==> src/rtl/vector_ram_pkg.sv <==
// Shared types and helpers for the vector ping-pong RAM cfg loader.
package vector_ram_pkg;

    typedef enum logic [1:0] {
        IDLE,
        LOAD,
        FLUSH,
        DONE
    } loader_state_t;

    function automatic int unsigned beats(input int unsigned length,
                                          input int unsigned parallelism);
        return length / parallelism;
    endfunction

endpackage

==> src/rtl/vector_req_reg.sv <==
// One-entry valid/ready register; accepts a new entry in the same cycle the old one drains.
module vector_req_reg #(
    parameter int unsigned WIDTH = 8
) (
    input  logic             clk,
    input  logic             rst,
    input  logic             in_valid_i,
    output logic             in_ready_o,
    input  logic [WIDTH-1:0] in_data_i,
    output logic             out_valid_o,
    input  logic             out_ready_i,
    output logic [WIDTH-1:0] out_data_o
);

    logic             valid_q, valid_d;
    logic [WIDTH-1:0] data_q, data_d;

    always_comb begin
        in_ready_o = !valid_q || out_ready_i;
        valid_d    = valid_q;
        data_d     = data_q;
        if (in_valid_i && in_ready_o) begin
            valid_d = 1'b1;
            data_d  = in_data_i;
        end else if (out_ready_i) begin
            valid_d = 1'b0;
        end
    end

    always_ff @(posedge clk or posedge rst) begin
        if (rst) begin
            valid_q <= 1'b0;
            data_q  <= '0;
        end else begin
            valid_q <= valid_d;
            data_q  <= data_d;
        end
    end

    assign out_valid_o = valid_q;
    assign out_data_o  = data_q;

endmodule

==> src/rtl/vector_ping_pong_cfg_loader.sv <==
// Streams PARALLELISM-wide beats into one bank of the ping-pong RAM through its cfg port,
// holding cfg_en/ping for the whole load so the compute side keeps the other bank.
module vector_ping_pong_cfg_loader
    import vector_ram_pkg::*;
#(
    parameter int unsigned  LENGTH      = 32,
    parameter int unsigned  DATA_WIDTH  = 32,
    parameter int unsigned  PARALLELISM = 4,
    localparam int unsigned ADDR_WIDTH  = $clog2(LENGTH),
    localparam int unsigned BEATS       = beats(LENGTH, PARALLELISM)
) (
    input  logic                              clk,
    input  logic                              rst,
    input  logic                              start,
    input  logic                              bank_sel,
    input  logic [PARALLELISM*DATA_WIDTH-1:0] s_data,
    input  logic                              s_valid,
    input  logic                              s_last,
    output logic                              s_ready,
    output logic                              cfg_en,
    output logic                              ping,
    output logic                              cfg_valid,
    output logic                              cfg_write,
    output logic                              cfg_rready,
    output logic [PARALLELISM*ADDR_WIDTH-1:0] cfg_addr,
    output logic [PARALLELISM*DATA_WIDTH-1:0] cfg_wdata,
    input  logic                              cfg_ready,
    output logic                              busy,
    output logic                              done,
    output logic                              err_len
);

    localparam int unsigned CNT_WIDTH = $clog2(BEATS) + 1;
    localparam int unsigned AW_ALL    = PARALLELISM * ADDR_WIDTH;
    localparam int unsigned DW_ALL    = PARALLELISM * DATA_WIDTH;

    if (LENGTH % PARALLELISM != 0) begin : g_bad_length
        $fatal(1, "LENGTH must be a multiple of PARALLELISM");
    end

    loader_state_t        state_q, state_d;
    logic [CNT_WIDTH-1:0] cnt_q, cnt_d;
    logic                 ping_q, ping_d;
    logic                 err_q, err_d;

    logic              req_ready;
    logic              beat_acc;
    logic              last_beat;
    logic [AW_ALL-1:0] beat_addr;
    logic [AW_ALL+DW_ALL-1:0] req_out;

    // Lane i of beat k targets element k*PARALLELISM+i; cnt never exceeds BEATS-1 here.
    always_comb begin
        beat_addr = '0;
        for (int i = 0; i < PARALLELISM; i++) begin
            beat_addr[i*ADDR_WIDTH +: ADDR_WIDTH] =
                ADDR_WIDTH'(32'(cnt_q) * PARALLELISM + 32'(i));
        end
    end

    assign s_ready   = (state_q == LOAD) && req_ready;
    assign beat_acc  = s_valid && s_ready;
    assign last_beat = (cnt_q == CNT_WIDTH'(BEATS - 1));

    always_comb begin
        state_d = state_q;
        cnt_d   = cnt_q;
        ping_d  = ping_q;
        err_d   = err_q;
        unique case (state_q)
            IDLE: begin
                if (start) begin
                    state_d = LOAD;
                    ping_d  = bank_sel;
                    err_d   = 1'b0;
                    cnt_d   = '0;
                end
            end
            LOAD: begin
                if (beat_acc) begin
                    cnt_d = cnt_q + CNT_WIDTH'(1);
                    if (last_beat || s_last) begin
                        state_d = FLUSH;
                        // Early s_last, or a full vector without s_last on its final beat.
                        if (last_beat != s_last) begin
                            err_d = 1'b1;
                        end
                    end
                end
            end
            FLUSH: begin
                if (!cfg_valid || cfg_ready) begin
                    state_d = DONE;
                end
            end
            DONE: begin
                state_d = IDLE;
            end
            default: begin
                state_d = IDLE;
            end
        endcase
    end

    always_ff @(posedge clk or posedge rst) begin
        if (rst) begin
            state_q <= IDLE;
            cnt_q   <= '0;
            ping_q  <= 1'b0;
            err_q   <= 1'b0;
        end else begin
            state_q <= state_d;
            cnt_q   <= cnt_d;
            ping_q  <= ping_d;
            err_q   <= err_d;
        end
    end

    vector_req_reg #(
        .WIDTH (AW_ALL + DW_ALL)
    ) u_req_reg (
        .clk         (clk),
        .rst         (rst),
        .in_valid_i  (beat_acc),
        .in_ready_o  (req_ready),
        .in_data_i   ({beat_addr, s_data}),
        .out_valid_o (cfg_valid),
        .out_ready_i (cfg_ready),
        .out_data_o  (req_out)
    );

    assign cfg_addr   = req_out[AW_ALL+DW_ALL-1:DW_ALL];
    assign cfg_wdata  = req_out[DW_ALL-1:0];
    assign cfg_write  = cfg_valid;
    assign cfg_rready = 1'b0;
    assign cfg_en     = (state_q == LOAD) || (state_q == FLUSH);
    assign ping       = ping_q;
    assign busy       = (state_q != IDLE);
    assign done       = (state_q == DONE);
    assign err_len    = err_q;

endmodule
==> config.mk <==
export PLATFORM = sky130hd
export DESIGN_NAME = vector_ping_pong_cfg_loader
export DESIGN_NICKNAME = d
export VERILOG_FILES = /design/src/rtl/vector_ram_pkg.sv /design/src/rtl/vector_req_reg.sv /design/src/rtl/vector_ping_pong_cfg_loader.sv
export SDC_FILE = /design/constraint.sdc
export NUM_CORES = 1
export LEC_CHECK = 0
export CORE_AREA = 2 2 135 137
export CTS_CLUSTER_SIZE = 40
export DETAILED_ROUTE_END_ITERATION = 8
export DIE_AREA = 0 0 137 139
export GPL_ROUTABILITY_DRIVEN = 0
export PLACE_DENSITY_LB_ADDON = 0.15
export SETUP_SLACK_MARGIN = 0.05
export SLEW_MARGIN = 5
export SYNTH_ARGS = -nofsm -noshare
export SYNTH_HDL_FRONTEND = slang
export SYNTH_SLANG_ARGS = --single-unit
==> constraint.sdc <==
create_clock -name clk -period 11.11 [get_ports clk]
set_input_delay 2.222 -clock clk [delete_from_list [all_inputs] [get_ports clk]]
set_output_delay 2.222 -clock clk [all_outputs]
set_load 0.005 [all_outputs]
==> impl.org, run 1 <==
** Worst setup path
- Data on the critical path is required at its endpoint by 8.89 ns.
- Number of cell instances on the worst register-to-register path :: 7
- STA classifies the critical path endpoint as an output port.
- The most critical setup path has its startpoint at cfg_ready.
- The critical path is of the input port to output port type.
- Of all nets on the critical path, the largest fanout is 3.
- Setup slack of the most critical reg-to-reg path :: 7.99 ns
- Reg2reg end :: cnt_q[1]
- Worst reg2reg path startpoint :: state_q[1]
- Capturing element of the worst setup path :: s_ready
- Data arrives at the worst endpoint at 3.51 ns.
- STA classifies the critical path startpoint as an input port.

** Detailed routing
- Count of antenna-violating nets left after detailed routing :: 0
- Dividing the detail-routed wire length by the instance count gives between 10 and 15 um.
- Post-detailed-routing wire length :: about 16 mm
- Dividing the detail-routed via count by the number of cells gives around 4.3.
- Remaining design rule violation count :: 0
- The first detailed-routing pass ran for 4 iterations.
- The detailed router placed 4893 vias in this run.
- Iteration-0 DRC count of the detailed router :: ~190

** Logic synthesis
- In this run the mean area of a mapped cell was 8.96 um^2.
- Synth warn :: 0
- After synthesis, the share of flip-flops with an asynchronous set or reset is between 90% and 100%.
- Post-synthesis instance total :: 638
- The synthesized netlist occupies a cell area of 5710 um^2.
- Predominant post-synthesis flop cell :: dfrtp_1
- After synthesis, the netlist uses 33 different library cells.
- Yosys reg bits :: 141
- Sequential cells were found to cover roughly three fifths of the synthesized design area.
- Count of flip-flops with a built-in enable after synthesis :: 0

** Worst hold path
- Startpoint of the lowest-slack hold path :: u_req_reg.out_data_o[42]
- The path class of the tightest hold or removal check is flop to flop.

** Pwr
- Pleak :: around 0.0045 uW
- The completed layout was analyzed and its total power is 2490 uW.
- Power spent charging and discharging nets :: 759 uW
- Internal power component :: 1730 uW
- Net switching is between 30% and 40% of the power.
- In this run the power density over the cells is 268 nW/um^2.
- Sequential share of power :: about a third
- Maximum VDD drop :: 124 uV
- Relative contribution of combinational cells to total power :: 39.5%
- The clock network burns 25.5% of the power.

** Layout
- Non-filler instance count after layout :: 1144
- Leaving out fill and tap cells, the most frequent cells in the layout are nand2_1 (395), clkdlybuf4s50_1 (286), dfrtp_1 (141), clkbuf_16 (17), ha_1 (7).
- Final std cell area, no fill :: 9280 um^2
- Leaving out fill and tap cells, the most frequent cell in the layout is nand2_1.
- The post-route netlist has between 4 and 5% of its cells at a drive strength greater than 1.
- NumNets Final :: 1044
- Filler Cell Count :: 1662
- Antenna diode count :: 0
- Area taken by multi-input logic gates :: ~1900 um^2
- In the final layout, flip-flops and latches occupy roughly 3500 um^2.
- Area growth, synth to finish :: 62.3%

** Floorplanning
- Die width :: 137 um
- The core region is 17700 um^2.
- The floorplan has slightly below 50 rows.
- In this run the vertical extent of the chip is 139 um.
- The die covers 19000 um^2.
- Initial Utilization :: 32.4%
- Pin placement for this block handled 292 I/O pins.

** Place
- Number of instances in the placed design :: 1112
- Placed Instance Area :: ~8600 um^2
- Final HPWL DP :: roughly 11 mm
- Total of buffers placed on input and output ports :: 286

** Clock tree
- The clock reaches the later pin of the worst-skew pair after 0.41 ns.
- Total CTS buffers :: 17
- Quantity of gates resized following cts :: 0
- Clock-pin slew reported for the worst setup and hold paths after clock tree synthesis :: 0.06 ns
- Number of levels the H-tree was split into :: 4
- Number of buffers inserted by hold repair at cts :: 0
- CTS saw about 140 sinks.
- Post-CTS Repair Setup Buffers :: 0
- TritonCTS built the clock tree.
- Maximum clock insertion buffer count :: 2
- The tree is rooted in a clkbuf_16.

** Run
- Max-cap violations in this run came to 0.

** Global route
- Number of global-route vias before repair :: 4705
- Busiest metal layer after global routing :: met2
- GRT met3 Usage :: 7.20%
- For this run, global-route usage on met2 was measured as 27.3%.
- Met1 Usage GRT :: 20.5%
- Total global routing overflow :: 0
- The initial antenna violation count came to 0.
- Entering global routing, the biggest net connects 99 pins.
- The first global-routing pass estimated 24.9 mm of wire.
- Global routing consumed, over all layers together, 16.8% of the routing resources.

** Run status
- Status :: complete, no violations

** STA
- Final hold viol count :: 0
- Number of slew-limit violations in the final report :: 0
- Period utilization :: between 50% and 60%
- Final hold analysis gives a worst-case slack of approximately 0.47 ns.
- Setup repair after global routing left no endpoint under its margin.
- Least-Margin Pin Slew :: 1.06 ns
- Top achievable clock speed :: ~170 MHz
- Across the routed clock network, the largest skew measured is 0.00553 ns.
- Setup total negative slack on the finished layout was measured at 0 ns.
- Shortest period the worst path allows :: 5.73 ns
- Number of failing setup endpoints in the final timing report :: 0
- Headroom to the max-slew limit came out at ~30%.
[critical path, cell delays in order]
cell and delay (ns):
clkdlybuf4s50_1 0.46, nand2b_1 0.18, and2_1 0.15, clkdlybuf4s50_1 0.49
[registers in the layout, indices dropped and copies added, names as in the netlist]
name / cells
cnt_q: 4
err_len: 1
ping: 1
state_q: 2
u_req_reg.out_data_o: 132
u_req_reg.out_valid_o: 1
[how the worst min path moves through the flow]
stage,cells past startpoint,end
after global placement,2,u_req_reg.out_data_o[54]
after detailed placement,2,u_req_reg.out_data_o[20]
after global routing,2,u_req_reg.out_data_o[102]
after floorplan,2,u_req_reg.out_data_o[0]
after CTS,2,u_req_reg.out_data_o[84]
final,2,u_req_reg.out_data_o[42]
[power groups by stage]
stage                     Clock, uW  Combinational, uW  Sequential [uW]
after floorplan                   0                373              892
after global placement            0                998              872
after detailed placement          0               1000              881
after CTS                       652               1010              875
after global routing            675               1090              902
final                           635                984              871
[cells in the mapped netlist, types with 2 or more instances]
master / count / share of area (%)
a211o_1: 2 / 0.31
a21oi_1: 4 / 0.35
and3_1: 3 / 0.33
buf_2: 13 / 1.1
buf_4: 28 / 3.7
clkbuf_1: 5 / 0.33
dfrtp_1: 141 / 62
ha_1: 7 / 1.5
inv_1: 7 / 0.46
nand2_1: 395 / 26
nand2b_1: 4 / 0.44
nand3_1: 2 / 0.18
nor2_1: 2 / 0.13
o21ai_0: 6 / 0.53
[cell type report]
class                   instances  area share (%)
flip-flops and latches        141            38.0
clock inverters                12            2.25
well taps                     229            3.09
multi-input cells             445            20.2
clock buffers                  20            4.92
inverters                       8           0.378
repair buffers                289            31.1
[routing by layer]
layer,routed length (um),share of wire (%)
met1,6940,43
met4,187,1.2
met2,7330,45
met3,1660,10
met5,0,0
[per-stage QoR]
stage          setup slack (ns)  util [%]
2_1_floorplan              5.11         -
6_report                   5.38      52.5
3_5_place_dp               5.38      48.8
5_1_grt                    5.31      52.5
4_1_cts                    5.37      52.5
3_3_place_gp               5.37      48.8
[cells by family (layout without fill, tap and decap cells)]
kind of cell,count (synthesis),count (layout),synth area share [%]
AO/OA/AOI/OAI,17,17,2.26
adder cells (fa/ha/maj),7,7,1.53
buffers and inverters,56,329,5.82
flip-flops,141,141,61.7
multiplexers,3,3,0.569
other,1,5,0.0656
AND/OR/NAND/NOR,413,413,28.0
(Power assumes the default switching activity.)
==> run 2, diff against run 1 <==
Clock period 11.11 ns to 4.7 ns, I/O delays scaled along.
==> run 2 against run 1 <==
Net effect: clock power grew 140%; global-route usage grew 0.14 points; sequential power grew 140%; critical path depth is the same; clock-buffer cell count shrank 2; final area grew 0.31%; highest routed layer unchanged.
==> impl.org, run 2 (synthesis results as in run 1) <==
** Run status
- Status :: complete, no violations

** Pwr
- Across the VDD grid, the largest voltage drop is roughly 270 uV.
- For this design the ratio of total power to cell area is 634 nW/um^2.
- In this run the static leakage power is approximately 0.0045 uW.

** Worst hold path
- Startpoint of the lowest-slack hold path :: u_req_reg.out_data_o[43]
- Min-Delay Path Class :: flop to flop

** Clock tree
- Post-CTS timing repair inserted 0 buffers for setup.
- Clock latency on the worst-skew pair :: 0.41 ns
- After clock tree synthesis, the clock-pin slew on the worst setup and hold paths is 0.06 ns.
- Clock tree from TritonCTS :: built
- Total number of clock tree sinks :: 141
- Clock tree synthesis inserted a total of 17 buffers.
- Number of buffers inserted by hold repair at cts :: 0
- The H-tree was split into 4 levels.
- Maximum clock insertion buffer count :: 2
- Root buffer cell :: clkbuf_16
- After clock tree synthesis, the repair step resized 0 gates.

** Layout
- 0 antenna diodes ended up in the layout.
- Leaving out fill and tap cells, the most frequent cell in the layout is nand2_1.
- Leaving out fill and tap cells, the most frequent cells in the layout are nand2_1 (395), clkdlybuf4s50_1 (286), dfrtp_1 (141), clkbuf_16 (17), ha_1 (7).
- The net count of the finished layout is about 1000.
- Area growth, synth to finish :: 62.8%
- Fill cells in the final layout number approximately 1700.
- The post-route netlist has 4.70% of its cells at a drive strength greater than 1.
- The register with the most flip-flops in the layout has between 100 and 150 of them.

** Detailed routing
- Once detail routing completed, the nets flagged for antenna violations numbered 0.
- The highest metal layer carrying signal wires in the routed design is met4.
- The routed layout has slightly below 5000 vias.
- Dividing the detail-routed via count by the number of cells gives 4.28.
- In the detailed route, the total length drawn on met3 is 1.80 mm.
- After the first detailed-routing iteration, the DRC count stood at 227.
- For this run, the detailed router's first-pass iteration total came to 4.
- Amount of wire on met2 after detailed routing :: 6.95 mm
- Remaining design rule violation count :: 0
- After detailed routing, the average wire length per cell comes to 14.1 um.
- For this block, wires on met1 add up to about 7.2 mm.
- Summed over all layers, the routed wires come to between 15 and 20 mm.

** Worst setup path
- The worst register-to-register path begins at state_q[1].
- For the worst setup path, the data arrival time is ~2.2 ns.
- STA classifies the critical path startpoint as an input port.
- The endpoint identified for the worst register-to-register timing path is u_req_reg.out_data_o[145].
- Type of element capturing the critical path :: output port
- Highest net fanout along the worst path :: 3
- Counting cells, the worst reg-to-reg path comes to 6.
- First element of the critical path :: cfg_ready
- Setup slack of the most critical reg-to-reg path :: 2.17 ns
- Data on the critical path is required at its endpoint by 3.76 ns.
- Capturing element of the worst setup path :: s_ready
- By startpoint and endpoint, the worst setup path is classified as input port to output port.

** Global route
- Entering global routing, the biggest net connects 79 pins.
- Global-route usage over all layers :: 17.0%
- For this run the aggregate overflow at the end of global routing stands at 0.
- Initial antenna violation count :: 0
- The number of global-route vias before repair came to 4866.
- The first global-routing pass estimated between 20 and 30 mm of wire.

** STA
- In the final timing run, aggregate negative setup slack is 0 ns.
- Setup repair after global routing left no endpoint under its margin.
- Number of slew-limit violations in the final report :: 0
- Period utilization :: between 60 and 70%
- Top achievable clock speed :: 317 MHz
- Final setup skew :: around 0.011 ns
- Hold is met by 0.469 ns.
- Counting I/O delays and the setup requirement, the final critical path takes between 3 and 4 ns.
- The hold violation total from the final report is 0.
- Max_slew headroom :: 39.5%
- For the pin with the worst max-slew slack, the measured transition is slightly above 0.9 ns.
- Setup violations remaining at the end of the flow were counted as 0.

** Floorplanning
- Std-Cell Core Area :: 17700 um^2
- 292 I/O pins were placed.
- The floorplan step set the die height to around 140 um.
- Initial Utilization :: between 30% and 40%
- The floorplan step defined a die boundary enclosing 19000 um^2.
- The floorplan has 49 rows.
- Die width :: 137 um

** Place
- Input and output buffers added on the ports amount to 286.
- The HPWL after detailed placement is roughly 11 mm.

** Run
- Number of max-capacitance violations reported :: 0
## run 2: changes by cell type in the layout (fill, tap and decap cells not counted)
cell / delta
clkinv_4: -1
buf_4: +1
buf_12: +2
clkinv_2: +1
bufinv_16: +1
clkbuf_8: -2
inv_6: -2
## run 2: worst min-delay path by stage
stage / endpoint / slack (ns) / depth (start not counted)
finish: u_req_reg.out_data_o[43] / 0.47 / 2
global placement: u_req_reg.out_data_o[25] / 0.46 / 2
global route: u_req_reg.out_data_o[53] / 0.49 / 2
floorplan: u_req_reg.out_data_o[0] / 0.47 / 2
detailed placement: u_req_reg.out_data_o[25] / 0.46 / 2
CTS: u_req_reg.out_data_o[58] / 0.48 / 2
## run 2: cell type report
class / instances / area, um^2 / area share (%)
flip-flops and latches: 141 / 3530 / 37.9
well taps: 229 / 287 / 3.08
clock inverters: 11 / 219 / 2.35
multi-input cells: 445 / 1880 / 20.2
clock buffers: 18 / 429 / 4.61
inverters: 8 / 33.8 / 0.363
repair buffers: 292 / 2930 / 31.5
## run 2: per-layer routing
layer  vias to the layer above  global-route usage (%)
met4                         0                    5.53
met1                      2212                    21.9
li1                       2450                       -
met2                       214                    25.9
met5                         -                       0
met3                        15                    7.02
## run 2: where the power goes
| group | internal, uW | switching (uW) |
|---|---|---|
| clock network | 988 | 509 |
| logic | 1370 | 974 |
| registers | 1760 | 298 |
| total | 4120 | 1780 |
## run 2: through the flow
stage / instance area (um^2) / util (%) / worst slack, ns / cells / power [uW]
after CTS: 9310 / 52.7 / 1.53 / 1144 / 6000
after floorplan: 5730 / - / 2.00 / 642 / 2990
after global routing: 9310 / 52.7 / 1.48 / 1144 / 6340
final: 9310 / 52.7 / 1.54 / 1144 / 5900
after detailed placement: 8660 / 49.0 / 1.34 / 1115 / 4460
after global placement: 8660 / 49.0 / 1.35 / 1115 / 4430
## run 2: critical path, stage by stage
cell and delay, ns:
clkdlybuf4s50_1 0.46, nand2b_1 0.18, and2_1 0.14, clkdlybuf4s50_1 0.49
